[src/rtl/memory_stage.sv]
// EX/MEM to MEM/WB pipeline stage. Non-memory beats pass through in one cycle; data-memory
// accesses stall the pipeline until MemAck arrives or a bounded wait expires.
module memory_stage #(
  parameter int unsigned TIMEOUT = 15
) (
  input  logic        CLK,
  input  logic        Reset,
  input  logic [75:0] In,
  input  logic        InValid,
  output logic        Stall,
  output logic [19:0] MemAddr,
  output logic [15:0] MemWData,
  output logic        MemRead,
  output logic        MemWrite,
  input  logic [15:0] MemRData,
  input  logic        MemAck,
  output logic [37:0] Out,
  output logic        Timeout
);

  typedef enum logic [1:0] {
    IDLE = 2'd0,
    WAIT = 2'd1,
    DONE = 2'd2
  } state_t;

  localparam logic [3:0] LP_TIMEOUT = 4'(TIMEOUT);

  state_t      r_state;
  state_t      w_next_state;
  logic [3:0]  r_wait_cnt;
  logic [15:0] r_alu;
  logic [2:0]  r_rdst;
  logic        r_wb;
  logic        r_ldd;
  logic        r_is_read;
  logic [19:0] r_mem_addr;
  logic [15:0] r_mem_wdata;
  logic        r_mem_read;
  logic        r_mem_write;
  logic [37:0] r_out;
  logic        r_timeout;

  logic [31:0] w_sp;
  logic [15:0] w_rsrc;
  logic [15:0] w_alu;
  logic [2:0]  w_rdst;
  logic [1:0]  w_mem_op;
  logic [1:0]  w_sp_op;
  logic        w_wb;
  logic        w_ldd;
  logic        w_is_read;
  logic        w_is_write;
  logic        w_access;
  logic [19:0] w_addr;
  logic [3:0]  w_wait_inc;
  logic        w_expire;
  logic        w_unused;

  assign w_sp       = In[75:44];
  assign w_rsrc     = In[43:28];
  assign w_alu      = In[27:12];
  assign w_rdst     = In[8:6];
  assign w_mem_op   = In[5:4];
  assign w_sp_op    = In[3:2];
  assign w_wb       = In[1];
  assign w_ldd      = In[0];
  // Mem op 11 is deliberately decoded as no access, identical to 00.
  assign w_is_read  = (w_mem_op == 2'b01);
  assign w_is_write = (w_mem_op == 2'b10);
  assign w_access   = w_is_read | w_is_write;
  assign w_addr     = (w_sp_op != 2'b00) ? w_sp[19:0] : {4'b0000, w_alu};
  assign w_wait_inc = r_wait_cnt + 4'd1;
  // Upper SP bits and the Rsrc address have no role in this stage.
  assign w_unused   = ^{In[75:64], In[11:9]};

  assign Stall    = (r_state != IDLE);
  assign MemAddr  = r_mem_addr;
  assign MemWData = r_mem_wdata;
  assign MemRead  = r_mem_read;
  assign MemWrite = r_mem_write;
  assign Out      = r_out;
  assign Timeout  = r_timeout;

  always_comb begin
    w_next_state = r_state;
    w_expire     = 1'b0;
    case (r_state)
      IDLE: begin
        if (InValid && w_access) begin
          w_next_state = WAIT;
        end else begin
          w_next_state = IDLE;
        end
      end
      WAIT: begin
        // An ack in the cycle the limit is reached still wins over the timeout.
        if (MemAck) begin
          w_next_state = DONE;
        end else if (w_wait_inc == LP_TIMEOUT) begin
          w_expire     = 1'b1;
          w_next_state = DONE;
        end else begin
          w_next_state = WAIT;
        end
      end
      DONE:    w_next_state = IDLE;
      default: w_next_state = IDLE;
    endcase
  end

  always_ff @(posedge CLK) begin
    if (Reset) begin
      r_state <= IDLE;
    end else begin
      r_state <= w_next_state;
    end
  end

  always_ff @(posedge CLK) begin
    if (Reset) begin
      r_wait_cnt  <= 4'd0;
      r_alu       <= 16'h0000;
      r_rdst      <= 3'd0;
      r_wb        <= 1'b0;
      r_ldd       <= 1'b0;
      r_is_read   <= 1'b0;
      r_mem_addr  <= 20'h00000;
      r_mem_wdata <= 16'h0000;
      r_mem_read  <= 1'b0;
      r_mem_write <= 1'b0;
      r_out       <= 38'd0;
      r_timeout   <= 1'b0;
    end else begin
      case (r_state)
        IDLE: begin
          if (InValid && w_access) begin
            r_alu       <= w_alu;
            r_rdst      <= w_rdst;
            r_wb        <= w_wb;
            r_ldd       <= w_ldd;
            r_is_read   <= w_is_read;
            r_mem_addr  <= w_addr;
            r_mem_wdata <= w_rsrc;
            r_mem_read  <= w_is_read;
            r_mem_write <= w_is_write;
            r_wait_cnt  <= 4'd0;
            r_out[0]    <= 1'b0;
          end else if (InValid) begin
            r_out <= {16'h0000, w_alu, w_rdst, w_wb, w_ldd, 1'b1};
          end else begin
            r_out[0] <= 1'b0;
          end
        end
        WAIT: begin
          if (MemAck) begin
            r_out       <= {(r_is_read ? MemRData : 16'h0000), r_alu, r_rdst, r_wb, r_ldd, 1'b1};
            r_mem_read  <= 1'b0;
            r_mem_write <= 1'b0;
          end else if (w_expire) begin
            r_out       <= {16'h0000, r_alu, r_rdst, r_wb, r_ldd, 1'b1};
            r_timeout   <= 1'b1;
            r_mem_read  <= 1'b0;
            r_mem_write <= 1'b0;
            r_wait_cnt  <= w_wait_inc;
          end else begin
            r_wait_cnt <= w_wait_inc;
          end
        end
        DONE:    r_out[0] <= 1'b0;
        default: r_out[0] <= 1'b0;
      endcase
    end
  end

endmodule
[config.mk]
export PLATFORM = sky130hd
export DESIGN_NAME = memory_stage
export DESIGN_NICKNAME = d
export VERILOG_FILES = /design/src/rtl/memory_stage.sv
export SDC_FILE = /design/constraint.sdc
export NUM_CORES = 1
export LEC_CHECK = 0
export ABC_AREA = 1
export CAP_MARGIN = 40
export CORE_MARGIN = 5
export CORE_UTILIZATION = 42
export CTS_CLUSTER_SIZE = 25
export DETAILED_ROUTE_END_ITERATION = 7
export PLACE_DENSITY_LB_ADDON = 0.3
export SKIP_CTS_REPAIR_TIMING = 1
export SLEW_MARGIN = 20
export SYNTH_ARGS = -nofsm -noshare
export SYNTH_HDL_FRONTEND = slang
export SYNTH_SLANG_ARGS = --single-unit
[constraint.sdc]
create_clock -name CLK -period 4.2 [get_ports CLK]
set_clock_uncertainty 0.15 [all_clocks]
set_input_delay 1.26 -clock CLK [delete_from_list [all_inputs] [get_ports CLK]]
set_output_delay 1.26 -clock CLK [all_outputs]
set_load 0.02 [all_outputs]
### Word-level counts from Yosys, hierarchy flattened

Cells that the tools add are included.

* bitwise gates (word level): 2
* equal/unequal tests: 9
* $add $sub $neg: 1
* multiplexer cells: 26
* reductions and logical operators: 10

Operators by type and width (number)
* two-way mux 38 bit: 2
* two-way mux 37 bit: 2
* one-hot mux 37 bit (2 select lines): 1
* two-way mux 20 bit: 1
* two-way mux 16 bit: 1
* two-way mux 1 bit: 10
* AND reduction 3 bit: 3
* two-way mux 4 bit: 2
* != test 2 bit, second input constant: 4
* one-hot mux 4 bit (2 select lines): 1
* one-hot mux 1 bit (2 select lines): 3
* nonzero test 2 bit: 3
* adder 4 x 1 -> 4 bit, second input constant: 1
* equality test 2 x 1 -> 1 bit, second input constant: 2
* equality test 4 bit, second input constant: 1
* two-way mux 2 bit: 2
* one-hot mux 2 bit (2 select lines): 1
* AND reduction 4 bit: 1
* != test 3 bit, second input constant: 1
* equality test 2 bit, second input constant: 1
* logical NOT 2 bit: 1
* AND reduction 2 bit: 1
* logical AND 1 bit: 1
* NOT 1 bit: 1
* OR 1 bit: 1

* word-level logic and storage cells: 62
* output and inout port bits: 78
* input bits: 96
* register bits: 105

### Longest topological paths before layout

* depth after elaboration: 8
* mapped depth: 12
* depth with buffers taken out: 11

### Worst setup path after synthesis

No wires, ideal clock.

* path kind: in2reg
* start point: in In[4]
* end point: reg r_out[12], in the netlist Out[12]
* setup time: 71 ps
* data required time: 3979 ps
* path buffers: 1
* stages on the path: 7
* slack: 1594 ps
* data arrival time: 2384 ps
* path through: inv_1 -> ha_1 -> nand2_1 -> a21oi_2 -> clkbuf_1 -> nand3_1 -> a21oi_2

* longest elaborated chain between the ends: 5
* elaborated cells on any way between the ends: 6
* classes of those cells: eq/ne: 3; bitwise: 1; reduce/logical: 2

RTL lines
* start, declared: line 8 `input logic [75:0] In,`
* equality test 2 x 1 -> 1 bit or equality test 2 bit (tied branches): line 69, 70
* OR 1 bit *: line 71 `assign w_access = w_is_read | w_is_write;`
* logical AND 1 bit *: line 137 `if (InValid && w_access) begin`
* != test 2 bit (no source line) *
* AND reduction 4 bit (no source line) *
* end signal, assigned: line 150 `r_out <= {16'h0000, w_alu, w_rdst, w_wb, w_ldd, 1'b1};`
* end signal, assigned: line 157 `r_out <= {(r_is_read ? MemRData : 16'h0000), r_alu, r_rdst, r_wb, r_ldd, 1'b1};`
* end signal, assigned: line 161 `r_out <= {16'h0000, r_alu, r_rdst, r_wb, r_ldd, 1'b1};`
* end, declared: line 41 `logic [37:0] r_out;`

Every way passes the cells marked *; elsewhere a longest branch is shown, timed or not.
A chain may end at the register's enable or synchronous reset.

### Worst setup path after layout

* start point: in In[4]
* end point: reg r_mem_addr[0], in the netlist MemAddr[0]

* longest elaborated chain between the ends: 4
* elaborated cells on any way between the ends: 5
* classes of those cells: eq/ne: 2; bitwise: 1; reduce/logical: 2

RTL lines
* equality test 2 x 1 -> 1 bit or equality test 2 bit (tied branches): line 69, 70
* OR 1 bit *: line 71
* logical AND 1 bit *: line 137
* AND reduction 2 bit (no source line) *
* end signal, assigned: line 143 `r_mem_addr <= w_addr;`
* end, declared: line 37 `logic [19:0] r_mem_addr;`

Marked as above.

==> flow_summary.yaml <==
layout:
  fillerInstances: 917
  commonest_cells_after_routing_fill_and_taps_aside: "sky130_fd_sc_hd__clkdlybuf4s50_1, sky130_fd_sc_hd__nand2_1, sky130_fd_sc_hd__dfxtp_1, sky130_fd_sc_hd__nor2_1, sky130_fd_sc_hd__a21oi_1"
  num_antenna_cells: 0
  fin_util_pct: 60.7
  layout.cells.most_common: "sky130_fd_sc_hd__clkdlybuf4s50_1"
  final_nets: 818
  drive_gt1_share_pct: 10.5
  area_grow_syn2layout_pct: 42.2
power_and_ir_drop:
  powerDensity_nw_per_um2: 366
  clockPowerShare_pct: 29.9
  pwr-share-seq_pct: 48.5
  leakagePower_uw: 0.00239
  internal_uw: 1630
  worst_ir_drop_vdd_mv: 0.208
  sw_frac_of_total_pct: 28.4
  net-switching-power_uw: 646
  comb_power_share_pct: 21.6
synth:
  seq_area_frac_synth_pct: 48.1
  syn-instance-count: 580
  synth_cell_type_count: 24
  synth.area.top_cells: "sky130_fd_sc_hd__dfxtp_1, sky130_fd_sc_hd__nand2_1, sky130_fd_sc_hd__a21oi_1, sky130_fd_sc_hd__nor2_1, sky130_fd_sc_hd__o21ai_0"
  post_synth.cell_area_avg_um2: 7.53
  ys_warn_count: 0
  synth-seq-cells: 105
  syn-cell-area_um2: 4370
  netlist.area_leader.share_pct: 48.1
  postSynthNetCount: 680
  synth_largest_area_cell: "sky130_fd_sc_hd__dfxtp_1"
routing:
  route.detailed.drc: 0
  vias_per_cell: 4.90
  firstDrtPassIters: 4
  finalWirelength_mm: 12.1
  drtAntennaViolNets: 0
  routed_wire_length_per_instance_um: 14.1
  routed-via-count: 4208
  drt-initial-drc-count: 315
grt:
  initial_antenna_violation_count: 0
  grt_usage_pct: 19.1
  grt_start_max_net_pins: 62
  gr-total-overflow: 0
  via_count_of_the_first_global_routing_pass: 4182
  grt_pass1_wl_mm: 20.1
clock_tree:
  cts-htree-levels: 3
  cts_buffer_count: 9
  cts_max_path_buffers: 2
  cts_num_sinks: 105
  clkSlewWorstSetupHoldPaths_ns: 0.10
  worst_skew_pair.late_latency_ns: 0.35
  tritoncts_clock_tree: "built"
  clk_root_buffer_cell: "sky130_fd_sc_hd__clkbuf_8"
timing:
  max_freq_mhz: 328
  worst_pin_slew_ns: 0.686
  rsz_0062_raised_after_global_routing: "no"
  remaining_max_slew_budget_at_the_tightest_pin_pct: 54.2
  hold_ws_ns: 0.300
  totalNegativeSetupSlack_ns: 0
  hold_violations: 0
  post-route-period-util_pct: 72.6
  maxSlewViolCount: 0
  timing.final.crit_period_ns: 3.05
  setup_viol_count_final: 0
  worst_slack_ns: 1.15
floorplanning:
  std_cell_rows: 37
  floorplan.core_area_um2: 10200
  effective_utilization_at_floorplan_pct: 42.7
  die_height_um: 112
  chipWidth_um: 112
  boundaryPins: 174
  fp.dieArea_um2: 12500
critical_path:
  r2r_start: "r_state[1]"
  worst_path_dominant_cell_family: "buffers and inverters"
  worstPathCellList: "clkdlybuf4s50_1 > inv_1 > ha_1 > inv_1 > nand2_1 > nor2_4 > buf_4 > o21ai_0 > a21oi_1"
  worst_path_most_repeated_cell: "sky130_fd_sc_hd__inv_1"
  cp_slowest_cell: "sky130_fd_sc_hd__clkdlybuf4s50_1"
  path_depth: 9
  worst-endpoint-required_ns: 4.35
  critical_path_arrival_ns: 3.20
  r2r.worst_path.cells: 7
  path_max_fanout: 54
  worstSetupStartpoint: "In[4]"
  worst_setup_path_endpoint: "MemAddr[0]"
  cp_slowest_stage_delay_ns: 0.49
  setup.reg_to_reg.worst_slack_ns: 2.02
  rr_endpoint: "Out[7]"
  cp-start-kind: "primary input"
  path_buf_inv: 4
  end_kind: "register"
  criticalPathCategory: "in2reg"
place:
  io_buffers: 158
  worst_setup_slack_after_placement_ns: 0.788
  hpwl_mm: 8.65
  globalplace.congestion: 0.797
run:
  drv.max_cap_violation_count: 0
hold_path:
  hold_path_class: "reg2reg"
status:
  result_of_the_run: "complete, no violations"
## cell type report
| cell class | count | area (um^2) | share of cell area (%) |
|---|---|---|---|
| Sequential cell | 105 | 2100 | 33.8 |
| Multi-Input combinational cell | 413 | 1980 | 31.9 |
| Timing Repair Buffer | 166 | 1660 | 26.7 |
| Tap cell | 136 | 170 | 2.74 |
| Clock buffer | 10 | 128 | 2.05 |
| Clock inverter | 6 | 90.1 | 1.45 |
| Inverter | 23 | 86.3 | 1.39 |
## state kept, by name, indices dropped and copies added (netlist names), 2 cells and up
register    count
r_alu          16
r_state         2
MemAddr        20
Out            38
r_wait_cnt      4
MemWData       16
r_rdst          3
## Yosys cell counts, drive strengths merged
| cell type | n |
|---|---|
| clkbuf | 23 |
| or2 | 1 |
| o21a | 1 |
| buf | 16 |
| nor2 | 84 |
| ha | 4 |
| nand4 | 1 |
| dfxtp | 105 |
| nand2 | 151 |
| a21oi | 83 |
| a211oi | 1 |
| o21ai | 58 |
| inv | 23 |
| nand3 | 29 |
## worst min-delay path: stages, from the launching register on
cell	delay, ns
sky130_fd_sc_hd__dfxtp_1	0.31
sky130_fd_sc_hd__inv_1	0.05
sky130_fd_sc_hd__a21oi_1	0.05
## worst min-delay path by stage
| stage | start | to | cells after the start |
|---|---|---|---|
| floorplan | r_alu[12] | r_alu[12] | 2 |
| global placement | r_alu[14] | r_alu[14] | 2 |
| finish | r_alu[12] | r_alu[12] | 2 |
| detailed placement | r_alu[12] | r_alu[12] | 2 |
| global route | Out[15] | Out[15] | 2 |
| CTS | r_alu[12] | r_alu[12] | 2 |
## cell families after synthesis
group | count (synthesis) | synth area share (%)
buffers and inverters | 62 | 6.67
DFF | 105 | 48.1
adders and majority gates | 4 | 1.15
and+or+nand+nor | 266 | 25.8
AOI/OAI and AO/OA | 143 | 18.3
## per-stage QoR
step	area [um^2]	cells	power, uW
floorplan	4370	580	1390
global placement	5980	842	1610
detailed placement	5990	843	1620
CTS	6210	859	2300
global route	6210	859	2390
finish	6210	859	2270
## layer usage
layer  routed length (um)  GRT usage, %
met1                 5470          24.2
met2                 5360          30.5
met3                 1170          7.88
met4                  117          4.65
met5                    0             0
## power groups by stage
stage	registers (uW)	logic, uW	clock network, uW
finish	1100	491	681
CTS	1100	495	699
global route	1110	538	743
detailed placement	1120	493	0
global placement	1120	484	0
floorplan	1180	209	0
No activity file was read; power rests on OpenSTA's default activity.
==> RTL change 1, RTL diff (config.mk and constraints unchanged) <==
Put one more register stage on the output `Timeout`, cleared by the reset. The value now appears one clock later. The other outputs are not delayed to match.
--- a/src/rtl/memory_stage.sv
+++ b/src/rtl/memory_stage.sv
@@ -80,7 +80,13 @@
   assign MemRead  = r_mem_read;
   assign MemWrite = r_mem_write;
   assign Out      = r_out;
-  assign Timeout  = r_timeout;
+  always_ff @(posedge CLK) begin
+    if (Reset) begin
+      Timeout <= '0;
+    end else begin
+      Timeout <= r_timeout;
+    end
+  end
 
   always_comb begin
     w_next_state = r_state;
Behaviour: same outputs for any inputs over 4 cycles, from zero or initial values and one cycle with Reset high; that may be too few to reach the edited logic, so the function may still have changed.
==> RTL change 1 against the original RTL <==
  * Routed wire length rose by 1.0%
  * Clock power fell by 18%
  * Total power down 5.0%
  * Synthesized area is 1.6% lower
  * Fmax fell by 1.6%
  * Worst setup slack lost 50 ps
  * Sequential cell count rose by 1
  * Final area fell by 1.9%
  * Highest routed layer unchanged
==> RTL change 1: results (changes against the original RTL) <==
Drt
  • Met2 wire len: 6.12 mm (was 5.36 mm)
  • DRT iter0 DRCs: 238 (was 315)
  • DR vias/cell: 4.89 (was 4.90)
  • Routed length on met3: 1.29 mm (was 1.17 mm)

STA
  • Fin Hold WS: 283 ps (was 300 ps)

Placed design
  • DP HPWL: 8.41 mm (was 8.65 mm)
  • Placed insts: 847 (was 843)

Synthesis
  • Syn_nets: 686 (was 680)
  • Area contributors post-synth: dfxtp_1 (49%), nand2_1 (13%), a21oi_1 (8.7%) (was dfxtp_1 (48%), nand2_1 (11%), a21oi_1 (7.1%))
  • Unique masters post-synth: 22 (was 24)
  • Sequential-to-total area share from yosys stat: 49.4% (was 48.1%)

Final layout
  • Fin cells: 862 (was 859)
  • Sequential cell count: 106 (was 105)
  • Signal buf overhead: 26.8% (was 26.7%)
  • Nets@finish: 822 (was 818)
  • Plain + repair buffers: 164 (was 166)
  • Layout cells sized above 1: 6.34% (was 10.5%)

Power and ir drop
  • Leak: 2.32 nW (was 2.39 nW)
  • Peak supply drop: 0.160 mV (was 0.208 mV)

Worst setup path
  • CP endpoint: r_wait_cnt[3] (was MemAddr[0])
  • WP data arrival: 3230 ps (was 3200 ps)
  • Worst reg2reg setup slack: 1550 ps (was 2020 ps)
  • Worst Reg-to-Reg Cells: 8 (was 7)

GRT
  • Vias in the first global route: 4,084 (was 4,182)

Outcome
  • Outcome: finished clean (unchanged)
-- RTL change 1: through the flow --
step / cell area [um^2] / setup slack, ps / total power [mW] / utilization [%]
floorplan: 4300 / 1500 / 1.39 / -
global placement: 5930 / 812 / 1.62 / 58.4
detailed placement: 5930 / 736 / 1.63 / 58.4
CTS: 6100 / 1110 / 2.19 / 60.1
global route: 6100 / 918 / 2.28 / 60.1
finish: 6100 / 1100 / 2.16 / 60.1
-- RTL change 1: metal layers --
metal / vias to the layer above / global-route usage, %
met5: - / 0
met4: 0 / 4.62
met3: 4 / 7.21
li1: 2163 / -
met1: 1906 / 21.8
met2: 142 / 33.0
-- RTL change 1: worst max-delay path, stage by stage --
cell and delay [ps]:
clkdlybuf4s50_1 490, inv_1 50, ha_1 300, nor2_1 70, nand2_2 70, buf_4 470, nand2_1 180, inv_1 140
nand2_1 70, a21oi_1 110
==> RTL change 2, RTL diff (same flow settings) <==
Made on the original files. Change the parameter `TIMEOUT` from 15 to 8.
--- a/src/rtl/memory_stage.sv
+++ b/src/rtl/memory_stage.sv
@@ -1,7 +1,7 @@
 // EX/MEM to MEM/WB pipeline stage. Non-memory beats pass through in one cycle; data-memory
 // accesses stall the pipeline until MemAck arrives or a bounded wait expires.
 module memory_stage #(
-  parameter int unsigned TIMEOUT = 15
+  parameter int unsigned TIMEOUT = 8
 ) (
   input  logic        CLK,
   input  logic        Reset,
Behaviour: same outputs for any inputs over 4 cycles, from zero or initial values and one cycle with Reset high; that may be too few to reach the edited logic, so the function may still have changed.
==> RTL change 2 against the original RTL <==
  * Total power down 2.4%
  * Final cell count is 0.47% lower
  * Count of clock-buffer cells in the layout increased by 3
  * Combinational power is 0.8% higher
  * Final area is 0.97% lower
  * First-iteration DRC count is 3.2% lower
  * Routed wire length up 3.3%
  * Utilization shrank 0.31 points
  * Synthesized area fell by 0.95%
  * Register-to-register slack lost 440 ps
  * Worst setup slack worse by 51 ps
  * Sequential cell count unchanged
  * Highest routed layer unchanged
==> RTL change 2: results (changes against the original RTL) <==
Outcome
  • Outcome: finished clean (unchanged)

Worst hold path
  • Worst min-delay path class: reg2reg (unchanged)
  • Hold-critical path depth: 2 (unchanged)
  • Hold Path Sink: r_alu[13] (was r_alu[12])
  • Hold path start: r_alu[13] (was r_alu[12])

Worst setup path
  • Worst Reg-to-Reg Cells: 9 (was 7)
  • Worst reg2reg setup slack: 1580 ps (was 2020 ps)
  • Worst-path maximum fanout: 56 (was 54)
  • WP data arrival: 3170 ps (was 3200 ps)
  • RR Startpoint: r_state[1] (unchanged)
  • Reg2Reg Capture Point: Out[34] (was Out[7])

Clocking
  • Clk buf depth: 2 (unchanged)
  • Clock transition at path regs: ~90 ps
  • Worst-Skew Late Latency: between 300 and 400 ps
  • Clk root buf: clkbuf_8 (unchanged)
  • Clock buffer count from CTS: 9 (unchanged)
  • H-tree levels: 3 (unchanged)

Placed design
  • I/O Buffers: 158 (unchanged)
  • Placer's final routability congestion estimate: 0.789 (was 0.797)
  • DP HPWL: 8.53 mm (was 8.65 mm)

Drt
  • Antenna viol nets, final: 0 (unchanged)
  • Residual DRC count: 0 (unchanged)
  • DR WL/cell: 14.6 um (was 14.1 um)
  • Pre-antenna DRT Iters: 7 (was 4)
  • DRT iter0 DRCs: 305 (was 315)
  • Via count: 4,259 (was 4,208)

STA
  • Fin Hold WS: 303 ps (was 300 ps)
  • Least-Margin Pin Slew: 688 ps (was 686 ps)

GRT
  • Gr usage total: 19.7% (was 19.1%)
  • First-pass GRT wire length: 20.4 mm (was 20.1 mm)
  • Largest net degree at the start of global routing: 57 (was 62)
  • Vias in the first global route: 4,064 (was 4,182)
  • Antenna violations before repair: 0 (unchanged)

Final layout
  • Layout cells sized above 1: 10.0% (was 10.5%)
  • FILL cells: 921 (was 917)
  • Max FFs per register: 38 (unchanged)
  • Nets@finish: 813 (was 818)
  • Antenna diodes: 0 (unchanged)

Synthesis
  • Sequential-to-total area share from yosys stat: 48.6% (was 48.1%)
  • Syn_nets: 674 (was 680)
  • Unique masters post-synth: 22 (was 24)
  • Asr flop ratio synth: 0% (unchanged)
  • Yosys warnings: 0 (unchanged)
  • Top cells by count, synth: nand2_1 (128), dfxtp_1 (105), nor2_1 (79) (was nand2_1 (127), dfxtp_1 (105), nor2_1 (80))
  • Area contributors post-synth: dfxtp_1 (49%), nand2_1 (11%), a21oi_1 (7.3%) (was dfxtp_1 (48%), nand2_1 (11%), a21oi_1 (7.1%))

Power and ir drop
  • Peak supply drop: 0.195 mV (was 0.208 mV)
  • Clock share of power: 28.0% (was 29.9%)
  • Comb group: 495 uW (was 491 uW)
  • Sw power: 638 uW (was 646 uW)
  • Leak: 2.40 nW (was 2.39 nW)
  • Net Sw Frac: 28.8% (was 28.4%)
RTL change 2: layout make-up:
| class | count | area share, % |
|---|---|---|
| sequential | 105 | 34.2 |
| clock buffer | 13 | 2.42 |
| multi-input combinational | 410 | 31.8 |
| timing repair buffer | 167 | 26.9 |
| inverter | 21 | 1.28 |
| tap | 136 | 2.77 |
| clock inverter | 3 | 0.651 |
RTL change 2: kinds of logic (layout without fill, tap and decap cells):
kind of cell	after synthesis	in the layout	synth area share, %
compound gates	144	144	18.5
simple gates	263	263	25.6
flops	105	105	48.6
fa+ha+maj	3	3	0.868
buf+inv	60	204	6.48
RTL change 2: stage by stage:
stage          setup slack, ps  cells  area [um^2]
2_1_floorplan             1570    575         4330
3_3_place_gp               634    838         5940
3_5_place_dp               730    839         5960
4_1_cts                   1140    855         6150
5_1_grt                    987    855         6150
6_report                  1100    855         6150
RTL change 2: worst max-delay path by stage:
stage                     start            end  slack (ps)
after detailed placement  In[4]  r_wait_cnt[3]         730
after global placement    In[4]      r_alu[14]         630
after CTS                 In[4]  r_wait_cnt[3]        1140
after floorplan           In[4]    MemAddr[19]        1570
after global routing      In[4]  r_wait_cnt[3]         990
final                     In[4]  r_wait_cnt[3]        1100
RTL change 2: critical path: stages:
cell,delay [ps]
clkdlybuf4s50_1,480
inv_1,50
ha_1,300
nor2_1,110
inv_1,80
nor2_4,100
buf_4,450
nor2_1,160
nand2_1,110
a21oi_1,70
RTL change 2: metal layers:
layer | routed length, um | vias to the layer above | track usage, % | share of wire [%]
met5 | 0 | - | 0 | 0
met4 | 148 | 0 | 7.14 | 1.2
met3 | 1170 | 15 | 7.23 | 9.3
met2 | 5700 | 165 | 31.2 | 46
met1 | 5510 | 1938 | 24.8 | 44
li1 | - | 2141 | - | -
